===== config.mk =====
export PLATFORM = sky130hd
export DESIGN_NAME = fetch_sequencer
export DESIGN_NICKNAME = d
export VERILOG_FILES = /design/src/rtl/fetch_sequencer.sv
export SDC_FILE = /design/constraint.sdc
export NUM_CORES = 1
export LEC_CHECK = 0
export ABC_AREA = 1
export BUFFER_PORTS_ARGS = -buffer_cell sky130_fd_sc_hd__buf_2
export CAP_MARGIN = 20
export CELL_PAD_IN_SITES_DETAIL_PLACEMENT = 0
export CELL_PAD_IN_SITES_GLOBAL_PLACEMENT = 1
export CORE_ASPECT_RATIO = 0.75
export CORE_MARGIN = 1.5
export CORE_UTILIZATION = 28
export CTS_CLUSTER_DIAMETER = 100
export DETAILED_ROUTE_END_ITERATION = 10
export GPL_TIMING_DRIVEN = 0
export PLACE_DENSITY_LB_ADDON = 0.05
export SLEW_MARGIN = 20
export SYNTH_ARGS = -nofsm -noshare
export SYNTH_HDL_FRONTEND = slang
export SYNTH_SLANG_ARGS = --single-unit

===== constraint.sdc =====
create_clock -name clk -period 1.7 [get_ports clk]
set_input_delay 0.17 -clock clk [delete_from_list [all_inputs] [get_ports clk]]
set_output_delay 0.17 -clock clk [all_outputs]
set_load 0.01 [all_outputs]

===== src/rtl/fetch_sequencer.sv =====
// fetch_sequencer: instruction fetch/decode/update sequencer.
//
// Steps each instruction through FETCH -> LOAD -> DECODE -> EXEC -> UPDATE.
// It drives the register load enables and the PC-next selects, and handshakes
// with the execute unit (exec_start / exec_done).
//
// Optional feature macro: CALL_STACK_EN
//   defined   : CALL pushes pc_in+2 onto a return stack and RET pops it.
//               Overflow or underflow moves the sequencer to ERROR.
//   undefined : there is no stack storage and ret_addr is tied to 0.
//               CALL or RET seen in DECODE moves the sequencer to ERROR.
//
// Ports:
//   clk, reset                 clock, synchronous active-high reset
//   start                      begin/resume fetching from IDLE or HALTED
//   halt_req                   stop after the current instruction retires
//   instr_in, pc_in, cond_in   opcode, current PC, branch condition
//   exec_done                  execute unit finished
//   exec_start                 one-cycle pulse launching execution
//   ctrl_reg_instr/arg/jump/pc register load enables
//   sel_pc_updater             0 = PC+1, 1 = PC+2
//   sel_mux                    00 inc PC, 01 jump abs, 10 PC+jump, 11 return
//   ret_addr                   top of return stack
//   busy, error                activity / sticky fault
module fetch_sequencer #(
  parameter int DATA_WIDTH  = 8,
  parameter int ADDR_WIDTH  = 12,
  parameter int STACK_DEPTH = 8
) (
  input  logic                  clk,
  input  logic                  reset,
  input  logic                  start,
  input  logic                  halt_req,
  input  logic [DATA_WIDTH-1:0] instr_in,
  input  logic [ADDR_WIDTH-1:0] pc_in,
  input  logic                  cond_in,
  input  logic                  exec_done,
  output logic                  exec_start,
  output logic                  ctrl_reg_instr,
  output logic                  ctrl_reg_arg,
  output logic                  ctrl_reg_jump,
  output logic                  ctrl_reg_pc,
  output logic                  sel_pc_updater,
  output logic [1:0]            sel_mux,
  output logic [ADDR_WIDTH-1:0] ret_addr,
  output logic                  busy,
  output logic                  error
);

  typedef enum logic [2:0] {
    S_IDLE, S_FETCH, S_LOAD, S_DECODE, S_EXEC, S_UPDATE, S_HALTED, S_ERROR
  } state_t;

  typedef enum logic [2:0] {
    C_ONE, C_TWO, C_JMP, C_BRC, C_CALL, C_RET, C_OTHER
  } cls_t;

  state_t state, state_next;
  cls_t   cls_q, cls_dec;
  logic   exec_first;
  logic   halt_pend;
  logic   is_halt;
  logic   decode_fault;
  logic   stack_fault;

  // Opcode classification, used only in DECODE and latched for UPDATE.
  always_comb begin
    cls_dec = C_OTHER;
    unique case (instr_in[7:6])
      2'b00: cls_dec = C_ONE;
      2'b01: cls_dec = C_TWO;
      2'b10: begin
        unique case (instr_in[5:4])
          2'b00: cls_dec = C_JMP;
          2'b01: cls_dec = C_BRC;
          2'b10: cls_dec = C_CALL;
          2'b11: cls_dec = C_RET;
        endcase
      end
      2'b11: cls_dec = C_OTHER;
    endcase
  end

  assign is_halt = (instr_in[7:0] == 8'hFF);

`ifdef CALL_STACK_EN
  localparam int IDX_W = $clog2(STACK_DEPTH);
  localparam int SP_W  = IDX_W + 1;

  logic [SP_W-1:0]       sp;
  logic [SP_W-1:0]       top_idx;
  logic [ADDR_WIDTH-1:0] stack_mem [STACK_DEPTH];
  logic                  stack_full, stack_empty, push, pop;

  assign stack_full  = (sp == SP_W'(STACK_DEPTH));
  assign stack_empty = (sp == '0);
  assign top_idx     = sp - SP_W'(1);
  assign stack_fault = (state == S_UPDATE) &&
                       (((cls_q == C_CALL) && stack_full) ||
                        ((cls_q == C_RET) && stack_empty));
  assign push         = (state == S_UPDATE) && (cls_q == C_CALL) && !stack_full;
  assign pop          = (state == S_UPDATE) && (cls_q == C_RET) && !stack_empty;
  assign decode_fault = 1'b0;
  assign ret_addr     = stack_empty ? '0 : stack_mem[top_idx[IDX_W-1:0]];

  always_ff @(posedge clk) begin
    if (reset) begin
      sp <= '0;
    end else if (push) begin
      stack_mem[sp[IDX_W-1:0]] <= pc_in + ADDR_WIDTH'(2);
      sp <= sp + SP_W'(1);
    end else if (pop) begin
      sp <= sp - SP_W'(1);
    end
  end
`else
  logic unused_pc;

  assign unused_pc    = ^pc_in;
  assign stack_fault  = 1'b0;
  assign decode_fault = (state == S_DECODE) &&
                        ((cls_dec == C_CALL) || (cls_dec == C_RET));
  assign ret_addr     = '0;
`endif

  always_ff @(posedge clk) begin
    if (reset) begin
      state      <= S_IDLE;
      cls_q      <= C_ONE;
      exec_first <= 1'b0;
      halt_pend  <= 1'b0;
    end else begin
      state      <= state_next;
      exec_first <= (state_next == S_EXEC) && (state != S_EXEC);
      if (state == S_DECODE)
        cls_q <= cls_dec;
      // A halt request seen outside UPDATE waits here until UPDATE consumes it.
      if (state == S_UPDATE)
        halt_pend <= 1'b0;
      else if (halt_req)
        halt_pend <= 1'b1;
    end
  end

  always_comb begin
    state_next     = state;
    exec_start     = 1'b0;
    ctrl_reg_instr = 1'b0;
    ctrl_reg_arg   = 1'b0;
    ctrl_reg_jump  = 1'b0;
    ctrl_reg_pc    = 1'b0;
    sel_pc_updater = 1'b0;
    sel_mux        = 2'b00;
    unique case (state)
      S_IDLE, S_HALTED: if (start) state_next = S_FETCH;
      S_FETCH: state_next = S_LOAD;
      S_LOAD: begin
        ctrl_reg_instr = 1'b1;
        ctrl_reg_arg   = 1'b1;
        state_next     = S_DECODE;
      end
      S_DECODE: begin
        if (is_halt) begin
          state_next = S_HALTED;
        end else if (decode_fault) begin
          state_next = S_ERROR;
        end else begin
          ctrl_reg_jump = (cls_dec == C_JMP) || (cls_dec == C_BRC) ||
                          (cls_dec == C_CALL);
          state_next    = S_EXEC;
        end
      end
      S_EXEC: begin
        exec_start = exec_first;
        if (exec_done) state_next = S_UPDATE;
      end
      S_UPDATE: begin
        if (stack_fault) begin
          state_next = S_ERROR;
        end else begin
          ctrl_reg_pc = 1'b1;
          unique case (cls_q)
            C_TWO:          sel_pc_updater = 1'b1;
            C_JMP, C_CALL:  sel_mux = 2'b01;
            C_RET:          sel_mux = 2'b11;
            C_BRC: begin
              if (cond_in) sel_mux = 2'b10;
              else         sel_pc_updater = 1'b1;
            end
            default: ;
          endcase
          state_next = (halt_req || halt_pend) ? S_HALTED : S_FETCH;
        end
      end
      S_ERROR: state_next = S_ERROR;
      default: state_next = S_IDLE;
    endcase
  end

  assign busy  = !((state == S_IDLE) || (state == S_HALTED) || (state == S_ERROR));
  assign error = (state == S_ERROR);

endmodule


# Yosys cells after proc, flatten, opt, wreduce, memory -nomap -nowiden

Index checks and enable logic that the tools add are counted.

Equality and inequality tests: 25
Muxes and demuxes: 20
Reduce and logical (&&, ||, !) cells: 15

Operators with widths:

| operator           | number |
|---|---|
| $eq 3x3->1 const B | 9 |
| $pmux 3 s4         | 2 |
| $pmux 3 s7         | 1 |
| $eq 3x2->1 const B | 6 |
| $mux 3             | 3 |
| $eq 2x2->1 const B | 4 |
| $eq 8x8->1 const B | 1 |
| $mux 1             | 8 |
| $mux 2             | 4 |
| $eq 3x1->1 const B | 2 |
| $logic_or 1x1->1   | 6 |
| $pmux 2 s3         | 1 |
| $reduce_or 2->1    | 3 |
| $eq 2x1->1 const B | 2 |
| $logic_not 2->1    | 2 |
| $logic_not 3->1    | 1 |
| $ne 3x3->1 const B | 1 |
| $logic_and 1x1->1  | 2 |
| $pmux 1 s2         | 1 |
| $logic_not 1->1    | 1 |

Register bits after elaboration: 8
Input port bits: 26
Output and inout port bits: 22
Word-level logic and storage cells: 64

# Logic depth before layout (Yosys ltp)

Gate-level depths: netlist of the first run.

Word-level depth: 11
Depth in mapped cells: 9
Gate-level depth less buffers: 9

# Worst setup path after synthesis of the first run

OpenSTA, ideal clock, no wires.

Path kind: register to output
Start: register state[1]
End: output sel_mux[0]
Arrival: 1,052 ps
Required time: 1,530 ps
Path slack: 478 ps
Cell stages (with the launch flop): 7
Buffers on the path: 1
Cell sequence: dfxtp_1 -> buf_4 -> inv_2 -> nand3_1 -> inv_1 -> nand3_1 -> a21oi_1

Word-level cells in the longest chain between the ends: 2

RTL lines:

| element                  | line | RTL |
|---|---|---|
| start: declaration       | 58   | `state_t state, state_next;` |
| start signal: assignment | 133  | `state <= state_next;` |
| $eq 3x3->1               | 154  | `unique case (state)` |
| $mux 2                   | 154  |  |
| end: declaration         | 44   | `output logic [1:0] sel_mux,` |

No other way between the ends.

# Worst setup path in the final report of the first run

Same ends and word-level chain as after synthesis.

==> run summary, run 1 <==
Post-CTS Hold Fix Bufs: 0
Fmax: 0.652 GHz
Status: finished clean
CP cell instances: buf_4 > inv_2 > nand3_1 > inv_2 > nand3_1 > a21oi_1 > buf_2
Cell Rows: 15
Die H: 47.4 um
Cells after synthesis: 113
Clock Tree Buf Depth: 2
Inst Count DP: 181
Slowest Stage Delay on Critical Path: 0.29 ns
Vias post-DR: 737
Leak: 0.562 nW
Sequential share of power: 0.257
Post-synthesis register bit count: 8
DRC Markers: 0
Die ar.: 2940 um^2
Async set-reset flop share out of synthesis: 0
Initial antenna violation count: 0
CP delay by family, top: buffers and inverters
Routability cong.: 0.813
Crit path time final: 1.53 ns
Met3 usage: 0.0552
Top-area cell type share of the netlist area: 0.218
CP required: 1.53 ns
Pwr dens: 1060 nW/um^2
Combinational power share: 0.596
Final Instance Count excl. Fillers: 184
Cell-internal power: 0.000551 W
Clock transition at path regs: 0.06 ns
EDFF count, synth: 0
RSZ-0062 raised after global routing: false
Top post-synthesis cells by count: nand2_1 (24), buf_4 (14), inv_1 (14)
Fin util: 0.401
CTS Buf Count: 3
Synth area leader: dfxtp_1
Starting Density: 0.308
Sw Share: 0.459
Worst path slowest cell: dfxtp_1
Iter 0 DRT Violations: 10
Largest net degree at the start of global routing: 10
Final Cycle Share: 0.903
Total congestion overflow: 0
ANT cells: 0
Clock share of power: 0.147
# resized after CTS: 0
Post-synthesis sequential area ratio: 0.218
Crit path arrival time: 1.36 ns
# IOs: 48
CORE AREA: 2380 um^2
Most numerous cell in the Yosys netlist: nand2_1
Worst min-delay path category: input pin to register
Crit start category: register
Critical path type: register to output port
Drt pass-1 iters: 4
CP max FO: 9
Clk sink count: 8
VDD IR-drop max: 566 uV
Clock Skew: 0.00348 ns
Net Sw Power: 0.000467 W
Die W: 62.1 um
Max H-tree Level: 1
GRT met2 Usage: 0.213
P&R area growth vs syn: 30.2%
Routed wire per std cell: 8.62 um
CP endpoint kind: output port
Final setup fails: 0
Synth Cell Area: 734 um^2
Final count of hold timing violations: 0
Setup TNS: 0 ns
Global Route met1 Usage: 0.154
Primary FF master, synth: dfxtp_1
Max Cap Viol: 0
GRT busiest layer: met2
Number of global-route vias before repair: 670
Final net count: 178
Bufs and invs on worst path: 4
First-pass GRT wire length: 2820 um
Final ANT Viol Nets: 0
Via-to-Cell Ratio: 4.01
Routed wire length: 1590 um
YS warnings: 0
Top cells by area, synth: dfxtp_1 (22%), buf_4 (14%), nand2_1 (12%)
Layout cell share with drive strength beyond 1: 0.420
Worst-skew pair later-pin latency: 0.26 ns
CTS tree: yes
Placed wire-length estimate: 1340 um
Mapped Avg Cell Area: 6.50 um^2
GRT Total Usage: 0.124
Clk root buf: clkbuf_4
Number of post-CTS setup repair buffers: 0
Cell variety after synth: 25
Port-buffer cells: 23
Slew Viols, Final: 0
==> state kept, by name, indices dropped and copies added (netlist names) <==
name,count
exec_first,1
cls_q,3
halt_pend,1
state,3
==> area by class of cell <==
cell class / instances / area, um^2
Fill cell: 282 / 1430
Multi-Input combinational cell: 82 / 425
Sequential cell: 8 / 160
Buffer: 15 / 116
Timing Repair Buffer: 23 / 115
Inverter: 19 / 73.8
Tap cell: 34 / 42.5
Clock buffer: 3 / 22.5
==> per-layer routing <==
metal / wire length, um / part of all wire
met2: 640 / 0.40
met4: 0 / 0
met1: 815 / 0.51
met5: 0 / 0
met3: 130 / 0.082
==> final timing paths <==
kind,from,end,slack (ns),cells after the start
worst max-delay path,state[1],sel_mux[0],0.17,7
worst min register to register,cls_q[0],cls_q[0],0.50,2
worst max register to register,state[1],exec_first,0.44,9
worst min-delay path,reset,cls_q[1],0.11,2
==> placed cells by master (no fill, tap or decap), types with 2 or more instances in the layout <==
cell,instances
nor2_1,7
inv_2,5
nand3_1,13
clkbuf_4,3
buf_4,14
o21ai_0,2
nor2_2,2
nand3_2,5
o21ai_2,2
inv_1,13
nand2_1,24
dfxtp_1,8
buf_2,23
nand2_2,3
a21oi_1,3
conb_1,12
==> per-stage QoR <==
stage	power [W]	cell area, um^2	worst slack [ns]	hold WS (ns)
2_1_floorplan	0.000740	776	0.478	0.239
3_3_place_gp	0.000873	933	0.410	0.361
3_5_place_dp	0.000872	933	0.420	0.369
4_1_cts	0.00103	956	0.137	0.0934
5_1_grt	0.00113	956	0.00974	0.108
6_report	0.00102	956	0.165	0.105
==> cells by family after synthesis <==
logic type / synth area share
AO/OA/AOI/OAI: 0.0869
buffers and inverters: 0.259
flip-flops: 0.218
other: 0.00511
AND/OR/NAND/NOR: 0.431
==> power by group through the flow <==
stage          sequential [W]  clock, W  combinational, W
3_3_place_gp         0.000266         0          0.000607
3_5_place_dp         0.000266         0          0.000606
2_1_floorplan        0.000260         0          0.000480
5_1_grt              0.000267  0.000173          0.000692
4_1_cts              0.000262  0.000157          0.000610
6_report             0.000262  0.000150          0.000606
==> worst reg2reg max path: cells and delay by family (launching register included) <==
family                 cells  cell delay (ns)
AND/OR/NAND/NOR            7             0.64
flip-flops                 1             0.30
buffers and inverters      2             0.25
Power figures use the tool's default switching activity.
==> inputs of run 2 (changes only) <==
CELL_PAD_IN_SITES_DETAIL_PLACEMENT = 1   (was 0)
PLACE_DENSITY = 0.81   (was not set)
PLACE_DENSITY_LB_ADDON = not set   (was 0.05)
==> run 2 against run 1 <==
Net effect:
- critical endpoint unchanged
- sequential power grew 3%
- register-to-register slack gained 0.04 ns
- non-clock buffer count unchanged
- worst setup slack worse by 0.019 ns
- clock power barely moved
- critical path depth stayed put
- clock skew rose by 0.0024 ns
- final area increased by 0.13%
- highest routed layer is now met4
==> run summary, run 2 (same netlist as run 1, synthesis figures left out) <==
Status: finished clean
VDD IR-drop max: 262 uV (-54%)
Worst min-delay path category: input pin to register
Commonest non-fill, non-tap cell in the layout: nand2_1
Initial antenna violation count: 0 (unchanged)
Top flop regs: cls_q x3, state x3
Clock share of power: 0.144 (-0.003)
Die W: 62.1 um (unchanged)
Sequential share of power: 0.260 (+0.003)
Final net count: 178 (unchanged)
Routed wire per std cell: 10.1 um (+17%)
Hold Crit Depth: 2 (unchanged)
Placed wire-length estimate: 1650 um (+23%)
Final ANT Viol Nets: 0 (unchanged)
Final count of hold timing violations: 0 (unchanged)
Clk root buf: clkbuf_4
CORE AREA: 2380 um^2 (unchanged)
Pwr dens: 1080 nW/um^2 (+1.4%)
Net Sw Power: 0.000481 W (+2.9%)
Sw Share: 0.465 (+0.00613)
CP endpoint kind: output port
Clk sink count: 8 (unchanged)
R2R depth: 9 (unchanged)
Routability cong.: 0.891 (+9.6%)
Setup TNS: 0 ns (unchanged)
Cell Rows: 15 (unchanged)
Routed wire length: 1850 um (+17%)
Post-CTS Hold Fix Bufs: 0 (unchanged)
Leak: 0.564 nW (+0.49%)
Via-to-Cell Ratio: 4.29 (+7.1%)
ANT cells: 0 (unchanged)
# IOs: 48 (unchanged)
Number of post-CTS setup repair buffers: 0 (unchanged)
Commonest non-fill, non-tap cells in the layout: nand2_1 (24), buf_2 (23), buf_4 (14), inv_1 (14), nand3_1 (13)
Clock Tree Buf Depth: 2 (unchanged)
Die ar.: 2940 um^2 (unchanged)
Final Cycle Share: 0.914 (+0.0115)
Worst hold path endpoint: cls_q[1]
Cell-internal power: 0.000553 W (+0.37%)
Max H-tree Level: 1 (unchanged)
Number of global-route vias before repair: 720 (+7.5%)
Crit start category: register
Starting Density: 0.308 (unchanged)
Clock Skew: 0.00592 ns (+0.00244 ns)
Slew Viols, Final: 0 (unchanged)
RSZ-0062 raised after global routing: false
Worst reg2reg endpoint: exec_first
Final Instance Count excl. Fillers: 184 (unchanged)
Max Cap Viol: 0 (unchanged)
Clock transition at path regs: 0.06 ns (about the same)
Crit path arrival time: 1.38 ns (+0.02 ns)
Die H: 47.4 um (unchanged)
Drt pass-1 iters: 4 (unchanged)
CP required: 1.53 ns (about the same)
CTS Buf Count: 3 (unchanged)
CP Launch Point: state[1]
Inst Count DP: 181 (unchanged)
Vias post-DR: 789 (+7.1%)
Fmax: 0.643 GHz (-1.3%)
GRT Total Usage: 0.128 (+0.00415)
Critical path type: register to output port
Final setup fails: 0 (unchanged)
Total congestion overflow: 0 (unchanged)
First-pass GRT wire length: 2930 um (+3.9%)
CP max FO: 9 (unchanged)
Worst-skew pair later-pin latency: 0.26 ns (about the same)
Iter 0 DRT Violations: 7 (-3)
P&R area growth vs syn: 30.3%
Flop2flop setup slack: 0.48 ns (+0.04 ns)
Combinational power share: 0.596 (about the same)
CTS tree: yes
Hold path startpoint: reset
Beginning of the worst register-to-register path: state[1]
DRC Markers: 0 (unchanged)
Port-buffer cells: 23 (unchanged)
Crit path time final: 1.55 ns (+0.0195 ns)
Layout cell share with drive strength beyond 1: 0.420 (unchanged)
Largest net degree at the start of global routing: 10 (unchanged)
[run 2: cell counts in the layout (fill, tap and decap cells not counted)]
Identical to the previous run, type by type.
[run 2: worst max-delay path by stage]
stage	slack, ns	end
6_report	0.15	sel_mux[0]
3_3_place_gp	0.43	ctrl_reg_jump
3_5_place_dp	0.36	ctrl_reg_jump
4_1_cts	0.08	ctrl_reg_jump
2_1_floorplan	0.48	sel_mux[0]
5_1_grt	0.03	sel_mux[0]
[run 2: metal layers]
metal  vias up  routed length (um)  global-route usage
met4         0                   6              0.0133
met1       358                 754               0.128
met3         2                 126              0.0552
met2        22                 967               0.270
li1        407                   -                   -
met5         -                   0                   0
[run 2: repair_timing]
item,CTS,global route
endpoints found under the hold margin,0,0
resized for setup,0,1
endpoints found under the setup margin,0,1
[run 2: stage by stage]
stage / cell area [um^2] / hold WS (ns) / setup WS (ns) / power, W / util
global placement: 933 / 0.359 / 0.425 / 0.000860 / 0.392
finish: 957 / 0.0935 / 0.146 / 0.00103 / 0.402
CTS: 956 / 0.0853 / 0.0824 / 0.00105 / 0.401
detailed placement: 933 / 0.367 / 0.362 / 0.000893 / 0.392
global route: 957 / 0.0946 / 0.0328 / 0.00112 / 0.402
floorplan: 776 / 0.239 / 0.478 / 0.000740 / -
[run 2: layout make-up]
class | instances | area (um^2)
sequential | 8 | 161
inverter | 19 | 73.8
multi-input combinational | 82 | 425
fill | 347 | 1430
tap | 34 | 42.5
buffer | 15 | 116
clock buffer | 3 | 22.5
timing repair buffer | 23 | 115
[run 2: power by group through the flow]
stage,Clock (W),Combinational (W),Sequential (W)
4_1_cts,0.000159,0.000624,0.000268
6_report,0.000149,0.000615,0.000269
2_1_floorplan,0,0.000480,0.000260
5_1_grt,0.000166,0.000683,0.000274
3_5_place_dp,0,0.000621,0.000272
3_3_place_gp,0,0.000593,0.000266
[run 2: worst max-delay path, stage by stage, from the launching register on]
cell     delay, ns
dfxtp_1       0.29
buf_4         0.17
inv_2         0.08
nand3_1       0.11
inv_1         0.11
nand3_1       0.09
a21oi_1       0.13
buf_2         0.15
==> inputs of run 3 (changes only) <==
CORE_UTILIZATION = 30   (was 28)
CTS_BUF_LIST = sky130_fd_sc_hd__clkbuf_2 sky130_fd_sc_hd__clkbuf_4 sky130_fd_sc_hd__clkbuf_8   (was not set)
PLACE_DENSITY = 0.86   (was 0.81)
==> run 3 against run 2 <==
Net effect:
- combinational power up 1%
- final area down 0.13%
- largest power group unchanged
- clock power up 4%
- utilization up 1.3 points
- global-route usage up 1.9 points
- sequential power about the same
==> run summary, run 3 (same netlist as run 1, synthesis figures left out) <==
Max layer used: met3
Routed wl met3: 116 um (-7.9%)
Leak: 0.562 nW (-0.48%)
Port-buffer cells: 23 (unchanged)
Via-to-Cell Ratio: 4.14 (-3.5%)
Status: finished clean
Total power: 0.00104 W (+1.1%)
Drt pass-1 iters: 4 (unchanged)
Top flop regs: cls_q x3, state x3
Final worst-path setup slack: 0.103 ns (-0.0427 ns)
Slew Viols, Final: 0 (unchanged)
Cell Rows: 15 (unchanged)
Fin util: 0.414 (+0.0125)
CTS tree: yes
Commonest non-fill, non-tap cells in the layout: nand2_1 (24), buf_2 (23), buf_4 (14)
Worst path slowest cell: dfxtp_1
Routability cong.: 0.785 (-12%)
Layout cell share with drive strength beyond 1: 0.420 (unchanged)
Final count of hold timing violations: 0 (unchanged)
Bufs and invs on worst path: 3 (-1)
Clock Tree Buf Depth: 2 (unchanged)
Routed wire per std cell: 10.4 um (+2.9%)
Inst Count DP: 181 (unchanged)
Slowest Stage Delay on Critical Path: 0.43 ns (+0.14 ns)
Met2 WL: 924 um (-4.4%)
Critical path type: register to output port
Crit path arrival time: 1.43 ns (+0.05 ns)
Clk root buf: clkbuf_4
Clock Skew: 0.000977 ns (-0.00494 ns)
VDD IR-drop max: 264 uV (+0.87%)
R2R depth: 9 (unchanged)
GRT Total Usage: 0.148 (+0.0192)
Routed wire length: 1910 um (+2.9%)
CP required: 1.53 ns (about the same)
Fillers: 338 (-2.6%)
Initial antenna violation count: 0 (unchanged)
Commonest non-fill, non-tap cell in the layout: nand2_1
Worst reg2reg endpoint: exec_first
CP endpoint kind: output port
DRC Markers: 0 (unchanged)
ANT cells: 0 (unchanged)
Register area: 160 um^2 (-0.78%)
Beginning of the worst register-to-register path: state[2]
Number of global-route vias before repair: 662 (-8.1%)
Clk sink count: 8 (unchanged)
CP delay by family, top: flip-flops
First-pass GRT wire length: 2950 um (+0.72%)
Final Cycle Share: 0.939 (+0.0251)
Worst-skew pair later-pin latency: 0.26 ns (about the same)
Largest net degree at the start of global routing: 10 (unchanged)
Iter 0 DRT Violations: 22 (+15)
Final Instance Count excl. Fillers: 184 (unchanged)
Area after DPL: 933 um^2 (unchanged)
Multi-input combinational cell area: 425 um^2 (unchanged)
Post-Layout Inst Area: 956 um^2 (-0.13%)
Starting Density: 0.318 (+0.0100)
Flop2flop setup slack: 0.38 ns (-0.10 ns)
Crit start category: register
Hold Crit Depth: 2 (unchanged)
Critical path depth: 7 (unchanged)
P&R area growth vs syn: 30.2%
Max H-tree Level: 1 (unchanged)
Setup WS pre-CTS: 0.397 ns (+0.0351 ns)
Pwr dens: 1090 nW/um^2 (+1.2%)
# IOs: 48 (unchanged)
Final net count: 178 (unchanged)
Routed metal-1 wirelength: 866 um (+15%)
Die W: 60.1 um (-3.2%)
Placed wire-length estimate: 1590 um (-3.3%)
Total congestion overflow: 0 (unchanged)
Crit path to: ctrl_reg_jump
Die ar.: 2760 um^2 (-6.3%)
Final ANT Viol Nets: 0 (unchanged)
CP cell instances: inv_2 > nand3_4 > inv_4 > nand2_2 > o21ai_2 > nor3_1 > buf_2
Fmax: 0.626 GHz (-2.7%)
Max Cap Viol: 0 (unchanged)
Worst min-delay path category: input pin to register
Vias post-DR: 761 (-3.5%)
CTS Buf Count: 3 (unchanged)
RSZ-0062 raised after global routing: true
CP Launch Point: state[2]
Die H: 45.9 um (-3.2%)
CP max FO: 6 (-3)
Final setup fails: 0 (unchanged)
Clock transition at path regs: 0.06 ns (about the same)
Crit path time final: 1.60 ns (+0.0427 ns)
CORE AREA: 2310 um^2 (-3.1%)
## run 3: worst reg2reg max path: stages (launching register included)
cell and delay, ns:
dfxtp_1 0.43, inv_2 0.13, nor2_4 0.14, inv_2 0.05, nor2_2 0.11, nand2_1 0.07, nand3_1 0.10, nand2_1 0.06
nand2_1 0.07, nor2_2 0.04
## run 3: layout make-up
class,instances,share of cell area
repair buffers,23,0.120
clock buffers,3,0.0236
flip-flops and latches,8,0.168
well taps,34,0.0445
multi-input cells,82,0.445
inverters,19,0.0772
plain buffers,15,0.122
## run 3: through the flow
step	setup TNS [ns]	hold WS, ns
6_report	0	0.0938
5_1_grt	-0.00442	0.0788
4_1_cts	0	0.0768
3_5_place_dp	0	0.365
3_3_place_gp	0	0.358
2_1_floorplan	0	0.239
## run 3: how the worst min path moves through the flow
| stage | start | end | slack, ns |
|---|---|---|---|
| after floorplan | reset | cls_q[0] | 0.24 |
| after global placement | reset | cls_q[0] | 0.36 |
| after detailed placement | reset | cls_q[1] | 0.36 |
| after CTS | reset | cls_q[1] | 0.08 |
| after global routing | reset | cls_q[1] | 0.08 |
| final | reset | cls_q[1] | 0.09 |
## run 3: what timing repair did
item	4_1_cts	5_1_grt
hold endpoints to repair	0	0
hold buffers	0	0
buffers inserted	0	0
setup endpoints to repair	0	1
gates resized for setup	0	1
## run 3: report_power, final
part	leakage [nW]	switching (W)	total, W	internal (W)
Sequential	0.0657	0.0000319	0.000267	0.000235
Combinational	0.482	0.000388	0.000623	0.000235
Clock	0.0138	0.0000736	0.000155	0.0000814
## run 3: layer usage
layer / vias up / GRT usage
li1: 404 / -
met1: 326 / 0.172
met2: 31 / 0.257
met3: 0 / 0.0369
met4: 0 / 0.0667
met5: - / 0
